--- config.mk ---
export PLATFORM = sky130hd
export DESIGN_NAME = go_sequencer
export DESIGN_NICKNAME = d
export VERILOG_FILES = /design/src/rtl/go_sequencer.sv
export SDC_FILE = /design/constraint.sdc
export NUM_CORES = 1
export LEC_CHECK = 0
export BUFFER_PORTS_ARGS = -buffer_cell sky130_fd_sc_hd__buf_2
export CAP_MARGIN = 20
export CORE_AREA = 3 3 60 62
export DETAILED_ROUTE_END_ITERATION = 16
export DIE_AREA = 0 0 63 65
export GPL_TIMING_DRIVEN = 0
export PLACE_DENSITY = 0.74
export SLEW_MARGIN = 0
export SYNTH_ARGS = -nofsm -noshare
export SYNTH_HDL_FRONTEND = slang
export SYNTH_SLANG_ARGS = --single-unit
--- constraint.sdc ---
create_clock -name i_clk -period 2.82 [get_ports i_clk]
set_clock_uncertainty 0.2 [all_clocks]
set_input_delay 0.564 -clock i_clk [delete_from_list [all_inputs] [get_ports i_clk]]
set_output_delay 0.564 -clock i_clk [all_outputs]
set_load 0.01 [all_outputs]
--- src/rtl/go_sequencer.sv ---
// Steps through up to three go/kill/done delay channels in fixed order. Each channel
// is issued a go pulse and is killed if it does not report done within TIMEOUT cycles.
module go_sequencer #(
    parameter int TIMEOUT = 16
) (
    input  logic       i_clk,
    input  logic       i_rst_n,
    input  logic       i_start,
    input  logic [2:0] i_chan_en,
    input  logic       i_abort,
    input  logic       i_done_1,
    input  logic       i_done_2,
    input  logic       i_done_3,
    input  logic       i_kill_ltchd,
    output logic       o_go_1,
    output logic       o_go_2,
    output logic       o_go_3,
    output logic       o_kill_1,
    output logic       o_kill_2,
    output logic       o_kill_3,
    output logic       o_kill_clr,
    output logic       o_busy,
    output logic       o_seq_done,
    output logic       o_seq_err,
    output logic [2:0] o_chan_ok
);

    typedef enum logic [2:0] {
        S_IDLE,
        S_ISSUE,
        S_WAIT,
        S_NEXT,
        S_KILL,
        S_CLEAR,
        S_FINISH
    } state_t;

    localparam logic [7:0] TIMER_LAST = 8'(TIMEOUT - 1);

    state_t     r_state;
    logic [2:0] r_pend;
    logic [2:0] r_sel;
    logic [7:0] r_timer;
    logic       r_err;
    logic [2:0] r_go;
    logic [2:0] r_kill;
    logic       r_kill_clr;
    logic       r_busy;
    logic       r_seq_done;
    logic       r_seq_err;
    logic [2:0] r_chan_ok;

    logic [2:0] w_done;
    logic       w_sel_done;

    // Isolates the lowest set bit, which gives the 1 -> 2 -> 3 service order.
    function automatic logic [2:0] lowest_bit(input logic [2:0] v);
        return v & (~v + 3'd1);
    endfunction

    assign w_done     = {i_done_3, i_done_2, i_done_1};
    assign w_sel_done = |(w_done & r_sel);

    // NOTE: every register, including the pending mask and timer, is cleared by the
    // async reset so a reset mid-sequence leaves no stale channel behind; all state
    // updates use non-blocking assignments so the case arms read pre-edge values.
    always_ff @(posedge i_clk or negedge i_rst_n) begin
        if (!i_rst_n) begin
            r_state    <= S_IDLE;
            r_pend     <= '0;
            r_sel      <= '0;
            r_timer    <= '0;
            r_err      <= 1'b0;
            r_go       <= '0;
            r_kill     <= '0;
            r_kill_clr <= 1'b0;
            r_busy     <= 1'b0;
            r_seq_done <= 1'b0;
            r_seq_err  <= 1'b0;
            r_chan_ok  <= '0;
        end else begin
            r_go       <= '0;
            r_kill     <= '0;
            r_kill_clr <= 1'b0;
            r_seq_done <= 1'b0;

            case (r_state)
                S_IDLE: begin
                    if (i_start) begin
                        r_pend    <= i_chan_en;
                        r_chan_ok <= '0;
                        r_seq_err <= 1'b0;
                        r_err     <= 1'b0;
                        r_busy    <= 1'b1;
                        if (i_chan_en != 3'b000) begin
                            r_sel   <= lowest_bit(i_chan_en);
                            r_go    <= lowest_bit(i_chan_en);
                            r_state <= S_ISSUE;
                        end else begin
                            r_seq_done <= 1'b1;
                            r_state    <= S_FINISH;
                        end
                    end
                end

                S_ISSUE: begin
                    r_timer <= '0;
                    if (i_abort) begin
                        r_pend  <= '0;
                        r_kill  <= r_sel;
                        r_state <= S_KILL;
                    end else begin
                        r_state <= S_WAIT;
                    end
                end

                S_WAIT: begin
                    if (i_abort) begin
                        r_pend  <= '0;
                        r_kill  <= r_sel;
                        r_state <= S_KILL;
                    end else if (w_sel_done) begin
                        r_pend    <= r_pend & ~r_sel;
                        r_chan_ok <= r_chan_ok | r_sel;
                        r_state   <= S_NEXT;
                    end else if (r_timer == TIMER_LAST) begin
                        r_kill  <= r_sel;
                        r_state <= S_KILL;
                    end else begin
                        r_timer <= r_timer + 8'd1;
                    end
                end

                S_KILL: begin
                    r_pend  <= r_pend & ~r_sel;
                    r_err   <= 1'b1;
                    r_state <= S_CLEAR;
                end

                S_CLEAR: begin
                    // Hold here until the downstream latch reports cleared.
                    r_kill_clr <= i_kill_ltchd;
                    if (i_abort) begin
                        r_pend <= '0;
                    end
                    if (!i_kill_ltchd) begin
                        r_state <= S_NEXT;
                    end
                end

                S_NEXT: begin
                    if (i_abort || r_pend == 3'b000) begin
                        r_pend     <= '0;
                        r_seq_done <= 1'b1;
                        r_state    <= S_FINISH;
                    end else begin
                        r_sel   <= lowest_bit(r_pend);
                        r_go    <= lowest_bit(r_pend);
                        r_state <= S_ISSUE;
                    end
                end

                S_FINISH: begin
                    r_seq_err <= r_err;
                    r_busy    <= 1'b0;
                    r_state   <= S_IDLE;
                end

                default: begin
                    r_busy  <= 1'b0;
                    r_state <= S_IDLE;
                end
            endcase
        end
    end

    assign o_go_1     = r_go[0];
    assign o_go_2     = r_go[1];
    assign o_go_3     = r_go[2];
    assign o_kill_1   = r_kill[0];
    assign o_kill_2   = r_kill[1];
    assign o_kill_3   = r_kill[2];
    assign o_kill_clr = r_kill_clr;
    assign o_busy     = r_busy;
    assign o_seq_done = r_seq_done;
    assign o_seq_err  = r_seq_err;
    assign o_chan_ok  = r_chan_ok;

endmodule

==> flow_summary.json, run 1 <==
{
  "cts_htree_levels": 2,
  "synth_cell_types": 41,
  "ff2ff_setup_slack_ns": 0.31,
  "busiest_layer": "met2",
  "status": "complete, no violations",
  "fillers": 272,
  "drc": 0,
  "drive_gt1_share_pct": 18.0,
  "required_ns": 2.84,
  "irDropWorstVdd_uv": 478,
  "synthTopCellsByArea": "dfrtp_1, a21oi_1, nor2_1, o21ai_0, o211ai_1",
  "vias_per_cell": 5.82,
  "crit_fanout": 10,
  "r2r_start": "r_sel[0]",
  "post-route-cell-area_mm2": 0.00181,
  "grtUsageTotal_pct": 18.9,
  "final_hold_viol_count": 0,
  "fin_nets": 206,
  "crit_path_start_kind": "flip-flop",
  "slew_viol_final": 0,
  "syn_inst": 164,
  "setup_tns_ns": 0,
  "post-route-util_pct": 58.7,
  "reg2reg_depth": 5,
  "die_w_um": 63,
  "antenna_found_initial": 0,
  "die_area_mm2": 0.00410,
  "rsz0062_at_grt": "false",
  "grt_use_met1_pct": 25.3,
  "port_buffers": 22,
  "p_seq_share_pct": 37.3,
  "cts_resized": 0,
  "drv_cap": 0,
  "synthDominantCellAreaShare_pct": 49.9,
  "cts_tree": "built",
  "clock.fmax_mhz": 399,
  "cts_root_buf": "clkbuf_4",
  "area.sequential_um2": 776,
  "setup_viol_count_final": 0,
  "multi_input_area_um2": 718,
  "clk_latency_ns": 0.33,
  "intPower_mw": 1.03,
  "wl_um": 3500,
  "pre_cts_ws_ns": 0.143,
  "place_inst": 230,
  "crit_type": "reg -> reg",
  "dp_hpwl_um": 2590,
  "powerDensity_mw_per_mm2": 945,
  "hp-class": "in -> async",
  "wire_per_inst_um": 14.7,
  "clk_pin_slew_ns": 0.10,
  "slew_headroom_pct": 34.1,
  "coreArea_mm2": 0.00308,
  "post-route-period-util_pct": 88.9,
  "yosysTopAreaCell": "dfrtp_1",
  "post_cts_buffers": 0,
  "total_leakage_power_nw": 0.851,
  "worst_pin_slew_ns": 0.989,
  "yosys_warnings": 0,
  "grt_pass1_wl_um": 6040,
  "power_mw": 1.71,
  "timing.hold.ws_ns": 0.0542,
  "syn2layout_area_growth_pct": 16.2,
  "synth_area_mm2": 0.00156,
  "syn-num-nets": 177,
  "cts_num_sinks": 31,
  "pwr-share-clk_pct": 21.5,
  "instances_no_fill": 238,
  "dpl_cell_area_mm2": 0.00172,
  "antenna_cells": 0,
  "seq_area_frac_synth_pct": 49.9,
  "rows": 20,
  "met3_usage_pct": 5.72,
  "yosys_register_bits": 31,
  "switchingPower_mw": 0.674,
  "drtAntennaViolNets": 0,
  "overflow": 0,
  "grt_pass1_vias": 1284,
  "reg2reg_to": "r_timer[4]",
  "cp-startpoint": "r_sel[0]",
  "ctsHoldBuffers": 0,
  "initial_utilization_pct": 50.5,
  "arrival_ns": 2.53,
  "die_y_um": 65,
  "switching_share_pct": 39.5,
  "drt_iter0_drc": 118,
  "grt_start_max_net_pins": 32,
  "vias": 1384,
  "power_frac_comb_pct": 41.1,
  "timing.final.crit_period_ns": 2.51,
  "end_kind": "flip-flop",
  "dr.pass1.iters": 4,
  "timing.final.ws_setup_ns": 0.314,
  "ioPinCount": 24,
  "cts_buffers": 5,
  "met2_usage_pct": 28.9,
  "cts_buffer_depth": 2,
  "place_congestion": 0.871,
  "synth_area_per_cell_um2": 9.48
}
[power groups by stage]
| stage | Sequential [mW] | Combinational (mW) | Clock, mW |
|---|---|---|---|
| after global placement | 0.640 | 0.680 | 0 |
| after global routing | 0.653 | 0.791 | 0.395 |
| final | 0.637 | 0.703 | 0.368 |
| after detailed placement | 0.646 | 0.688 | 0 |
| after floorplan | 0.644 | 0.495 | 0 |
| after CTS | 0.636 | 0.696 | 0.377 |
[flip-flops by register name (all words and copies together), names as in the netlist]
name and count:
r_err 1, o_kill_clr 1, r_go 3, r_sel 3
o_busy 1, r_timer 8, r_state 3, r_kill 3
o_seq_done 1, r_pend 3, o_chan_ok 3, o_seq_err 1
[per-layer routing]
| layer | share of wire [%] | routed length (um) | up-vias |
|---|---|---|---|
| met4 | 1.5 | 51 | 0 |
| met1 | 46 | 1600 | 655 |
| li1 | - | - | 672 |
| met3 | 8.9 | 311 | 4 |
| met5 | 0 | 0 | - |
| met2 | 44 | 1540 | 53 |
[kinds of logic after synthesis]
kind of cell | after synthesis | share of synthesized area, %
AO/OA/AOI/OAI | 57 | 24.3
AND/OR/NAND/NOR | 58 | 20.3
buffers and inverters | 16 | 3.94
flip-flops | 31 | 49.9
adder cells (fa/ha/maj) | 2 | 1.61
[cell usage in the layout, fill, tap and decap left out, drive strengths merged, types with 3 or more instances in the layout]
cell type / synthesis / layout
nand3: 7 / 7
nand2b: 3 / 3
a21oi: 17 / 17
nand2: 9 / 9
nor3: 3 / 3
clkbuf: 6 / 12
buf: 1 / 23
o21ai: 11 / 11
o21bai: 3 / 3
inv: 9 / 9
o211ai: 7 / 7
nor2: 16 / 16
dfrtp: 31 / 31
or3: 4 / 4
o31ai: 3 / 3
a22o: 5 / 5
[cell usage after synthesis (all sizes together)]
library cell / count
nor3: 3
buf: 1
clkbuf: 6
nand4: 1
nand2b: 3
a32o: 1
a211o: 1
inv: 9
a21oi: 17
ha: 2
o31ai: 3
nor4: 1
or4b: 1
o311ai: 2
and2: 1
and3: 2
nand2: 9
dfrtp: 31
nor2: 16
or4: 2
nor2b: 2
nand3: 7
nor4b: 2
o211ai: 7
a211oi: 1
a22o: 5
a21o: 1
o221ai: 1
nor3b: 1
and3b: 1
o21ai: 11
and2b: 1
o21bai: 3
a31oi: 2
nor4bb: 1
a222oi: 1
or3: 4
a2bb2oi: 1
[final cells by class]
class,count,share of cell area [%]
Buffer,7,1.52
Clock buffer,6,2.84
Clock inverter,2,1.94
Inverter,9,1.87
Multi-Input combinational cell,117,39.8
Sequential cell,31,42.9
Tap cell,44,3.05
Timing Repair Buffer,22,6.09
[worst max path at each step]
| stage | endpoint |
|---|---|
| 4_1_cts | r_timer[2] |
| 6_report | r_timer[4] |
| 3_3_place_gp | r_timer[2] |
| 5_1_grt | r_timer[2] |
| 2_1_floorplan | r_pend[0] |
| 3_5_place_dp | r_timer[2] |
[critical path: stages (launching register included)]
cell      delay [ns]
dfrtp_1         0.45
a222oi_1        0.90
o211ai_2        0.28
clkbuf_1        0.28
o211ai_1        0.20
o31ai_1         0.09
Power figures use the tool's default switching activity.
==> run 2, diff against run 1 <==
==> constraint.sdc (replaced) <==
create_clock -name i_clk -period 2.72 [get_ports i_clk]
set_clock_uncertainty 0.2 [all_clocks]
set_input_delay 0.544 -clock i_clk [delete_from_list [all_inputs] [get_ports i_clk]]
set_output_delay 0.544 -clock i_clk [all_outputs]
set_load 0.01 [all_outputs]
==> flow_summary.json, run 2 (synthesis gave the netlist of run 1 again) <==
{
  "status": "complete, no violations",
  "vias": 1387,
  "hp-class": "in -> async",
  "timing.final.crit_period_ns": 2.29,
  "place_congestion": 0.871,
  "ioPinCount": 24,
  "powerDensity_mw_per_mm2": 986,
  "place_inst": 230,
  "die_area_mm2": 0.00410,
  "ff2ff_setup_slack_ns": 0.43,
  "slew_viol_final": 0,
  "initial_utilization_pct": 50.5,
  "cts_tree": "built",
  "wl_um": 3510,
  "cts_resized": 0,
  "syn2layout_area_growth_pct": 17.6,
  "end_kind": "flip-flop",
  "drc": 0,
  "path_cells": "clkbuf_1, nor4b_2, o211ai_2, clkbuf_1, o211ai_1, o31ai_1",
  "fin_nets": 209,
  "post_cts_buffers": 0,
  "drt_iter0_drc": 105,
  "irDropWorstVdd_uv": 493,
  "antenna_cells": 0,
  "critPathMostFrequentCell": "clkbuf_1",
  "critical_path.max_stage_delay_ns": 0.55,
  "cts_buffer_depth": 2,
  "setup_viol_count_final": 0,
  "clk_latency_ns": 0.33,
  "largest_reg_flops": 8,
  "dp_hpwl_um": 2590,
  "crit_type": "reg -> reg",
  "wire_per_inst_um": 14.6,
  "total_leakage_power_nw": 0.865,
  "drtAntennaViolNets": 0,
  "path_buf_inv": 2,
  "dr.pass1.iters": 4,
  "clk_pin_slew_ns": 0.10,
  "instances_no_fill": 241,
  "cts_htree_levels": 2,
  "critPathSlowestCell": "nor4b_2",
  "setup_tns_ns": 0,
  "coreArea_mm2": 0.00308,
  "required_ns": 2.74,
  "grt_pass1_wl_um": 6040,
  "port_buffers": 22,
  "cts_buffers": 5,
  "ctsHoldBuffers": 0,
  "die_w_um": 63,
  "clock.fmax_mhz": 437,
  "worst_pin_slew_ns": 0.674,
  "grt_start_max_net_pins": 32,
  "area.sequential_um2": 776,
  "rsz0062_at_grt": "false",
  "cts_root_buf": "clkbuf_4",
  "regMostFlops": "r_timer",
  "cts_num_sinks": 31,
  "die_y_um": 65,
  "rows": 20,
  "crit_path_start_kind": "flip-flop",
  "final_cell_mix": "dfrtp_1, buf_2, a21oi_1, nor2_1, o21ai_0",
  "post-route-period-util_pct": 84.1,
  "grtUsageTotal_pct": 18.9,
  "drive_gt1_share_pct": 19.3,
  "antenna_found_initial": 0,
  "final_hold_viol_count": 0,
  "overflow": 0,
  "multi_input_area_um2": 718,
  "vias_per_cell": 5.76,
  "cp_top_family": "simple AND/OR/NAND/NOR gates",
  "arrival_ns": 2.31,
  "crit_fanout": 10,
  "layout_commonest_cell": "dfrtp_1",
  "drv_cap": 0,
  "slew_headroom_pct": 55.0,
  "grt_pass1_vias": 1284,
  "fillers": 273
}
==> run 2: changes by cell type in the layout (fill, tap and decap cells not counted) <==
cell   before  now
buf_4       0    3
==> run 2: where the power goes <==
| group | switching, mW | internal (mW) | total, mW |
|---|---|---|---|
| registers | 0.0872 | 0.574 | 0.661 |
| logic | 0.453 | 0.308 | 0.761 |
| clock network | 0.164 | 0.217 | 0.382 |
==> run 2: final timing paths <==
check / startpoint / to / cells after the start
worst max-delay path: r_state[1] / r_timer[4] / 6
worst min-delay path: i_rst_n / r_timer[6] / 1
worst max register to register: r_state[1] / r_timer[4] / 6
worst min register to register: o_chan_ok[2] / o_chan_ok[2] / 2
max in group asynchronous: i_rst_n / r_state[0] / 1
min in group i_clk: i_chan_en[0] / r_pend[0] / 2
==> run 2: routing by layer <==
layer	routed length, um	track usage [%]
met1	1570	25.3
met5	0	0
met4	50	6.61
met3	371	5.72
met2	1530	28.9
==> run 2: layout make-up <==
class                   count  share of cell area, %
flip-flops and latches     31                   42.4
multi-input cells         117                   39.3
repair buffers             25                   7.25
well taps                  44                   3.01
clock buffers               6                   2.80
clock inverters             2                   1.92
inverters                   9                   1.85
plain buffers               7                   1.50
==> run 2: metrics by stage <==
step | cell area (um^2) | setup WS, ns | hold WS [ns] | util [%] | power [mW]
after detailed placement | 1720 | 0.0628 | 0.283 | 55.9 | 1.38
after global placement | 1720 | 0.108 | 0.269 | 55.9 | 1.37
after CTS | 1810 | 0.249 | 0.0424 | 58.7 | 1.77
after floorplan | 1560 | 0.541 | 0.0484 | - | 1.18
after global routing | 1830 | 0.167 | 0.0753 | 59.4 | 1.94
final | 1830 | 0.432 | 0.0319 | 59.4 | 1.80
==> run 3, diff against run 2 <==
==> constraint.sdc (replaced) <==
create_clock -name i_clk -period 2.2 [get_ports i_clk]
set_clock_uncertainty 0.2 [all_clocks]
set_input_delay 0.44 -clock i_clk [delete_from_list [all_inputs] [get_ports i_clk]]
set_output_delay 0.44 -clock i_clk [all_outputs]
set_load 0.01 [all_outputs]
==> flow_summary.json, run 3 (synthesis gave the netlist of run 1 again) <==
{
  "cts_htree_levels": 2,
  "antenna_found_initial": 0,
  "fin_nets": 207,
  "end_kind": "flip-flop",
  "reg2reg_depth": 5,
  "crit_type": "reg -> reg",
  "cts_tree": "built",
  "die_area_mm2": 0.00410,
  "clk_pin_slew_ns": 0.10,
  "whs_path_depth": 2,
  "drtAntennaViolNets": 0,
  "wire_per_inst_um": 15.3,
  "antenna_cells": 0,
  "place_congestion": 0.871,
  "coreArea_mm2": 0.00308,
  "vias": 1401,
  "status": "complete, no violations",
  "grt_pass1_wl_um": 6150,
  "drv_cap": 0,
  "worst_pin_slew_ns": 0.685,
  "die_y_um": 65,
  "syn2layout_area_growth_pct": 19.2,
  "reg2reg_to": "r_pend[2]",
  "grtUsageTotal_pct": 19.3,
  "dp_hpwl_um": 2590,
  "port_buffers": 22,
  "layout_commonest_cell": "dfrtp_1",
  "clock.fmax_mhz": 486,
  "dr.pass1.iters": 4,
  "die_w_um": 63,
  "ioPinCount": 24,
  "cts_root_buf": "clkbuf_4",
  "slew_headroom_pct": 54.4,
  "total_leakage_power_nw": 0.876,
  "crit_fanout": 10,
  "min_to": "r_pend[0]",
  "irDropWorstVdd_uv": 584,
  "grt_pass1_vias": 1283,
  "timing.final.crit_period_ns": 2.06,
  "drc": 0,
  "grt_start_max_net_pins": 32,
  "cts_buffers": 5,
  "setup_tns_ns": 0,
  "power_mw": 2.25,
  "hp-class": "in -> reg",
  "r2r_start": "r_state[0]",
  "vias_per_cell": 5.86,
  "post-route-period-util_pct": 93.6,
  "final_cell_mix": "dfrtp_1, buf_2, a21oi_1, nor2_1, o21ai_0",
  "largest_reg_flops": 8,
  "rows": 20,
  "final_hold_viol_count": 0,
  "regMostFlops": "r_timer",
  "setup_viol_count_final": 0,
  "drt_iter0_drc": 136,
  "crit_path_start_kind": "flip-flop",
  "min_from": "i_chan_en[0]",
  "slew_viol_final": 0,
  "initial_utilization_pct": 50.5,
  "clk_latency_ns": 0.33,
  "wl_um": 3650,
  "overflow": 0,
  "cts_num_sinks": 31,
  "ff2ff_setup_slack_ns": 0.14,
  "powerDensity_mw_per_mm2": 1210,
  "drive_gt1_share_pct": 20.5,
  "arrival_ns": 2.09,
  "required_ns": 2.23,
  "cts_buffer_depth": 2
}
-- run 3: cell types whose count changed in the layout (fill, tap and decap cells not counted), sizes merged --
cell,previous run,this run
buf,26,25
clkbuf,12,10
dlygate4sd3,0,1
-- run 3: per-stage QoR --
step / setup WS, ns / utilization [%] / area (um^2) / cells / hold slack (ns)
after floorplan: 0.125 / - / 1560 / 164 / -0.0556
after global placement: -0.308 / 55.9 / 1720 / 230 / 0.269
after detailed placement: -0.353 / 55.9 / 1720 / 230 / 0.283
after CTS: 0.00531 / 59.6 / 1830 / 240 / 0.150
after global routing: -0.0186 / 60.2 / 1850 / 239 / 0.170
final: 0.141 / 60.2 / 1850 / 239 / 0.169
-- run 3: cell type report --
class,count,area [um^2]
Fill cell,271,1220
Sequential cell,31,776
Multi-Input combinational cell,117,747
Timing Repair Buffer,25,135
Tap cell,44,55.1
Clock buffer,6,51.3
Clock inverter,2,35.0
Inverter,9,33.8
Buffer,5,21.3
-- run 3: worst max-delay path by stage --
| stage | start | slack, ns | cells after the start | endpoint |
|---|---|---|---|---|
| final | r_state[0] | 0.14 | 5 | r_pend[2] |
| after global routing | r_state[0] | -0.02 | 5 | r_pend[2] |
| after CTS | r_state[2] | 0.005 | 5 | r_pend[2] |
| after detailed placement | i_done_1 | -0.35 | 6 | r_timer[2] |
| after global placement | i_done_1 | -0.31 | 6 | r_timer[2] |
| after floorplan | i_done_1 | 0.12 | 4 | r_pend[0] |
-- run 3: layer usage --
layer | part of all wire, % | up-vias | GRT usage (%)
met3 | 7.7 | 6 | 5.55
met4 | 1.8 | 0 | 6.61
met5 | 0 | - | 0
met1 | 45 | 671 | 26.1
li1 | - | 674 | -
met2 | 46 | 50 | 29.6
-- run 3: power by group --
part	switching, mW	internal, mW	total, mW
Sequential	0.157	0.709	0.866
Combinational	0.534	0.376	0.910
Clock	0.201	0.268	0.470
-- run 3: repair_timing --
item                       in CTS  in global routing
buffers inserted                1                  1
hold buffers                    1                  0
gates resized for setup         1                  5
pin swaps                       1                  0
setup endpoints to repair      14                 15
cloned                          0                  0
hold endpoints to repair       31                  0
-- run 3: worst max-delay path, cell delays in order (launching register included) --
cell	delay [ns]
dfrtp_1	0.44
buf_2	0.20
nor4_1	0.49
a211oi_2	0.15
and3b_1	0.24
a22o_1	0.24
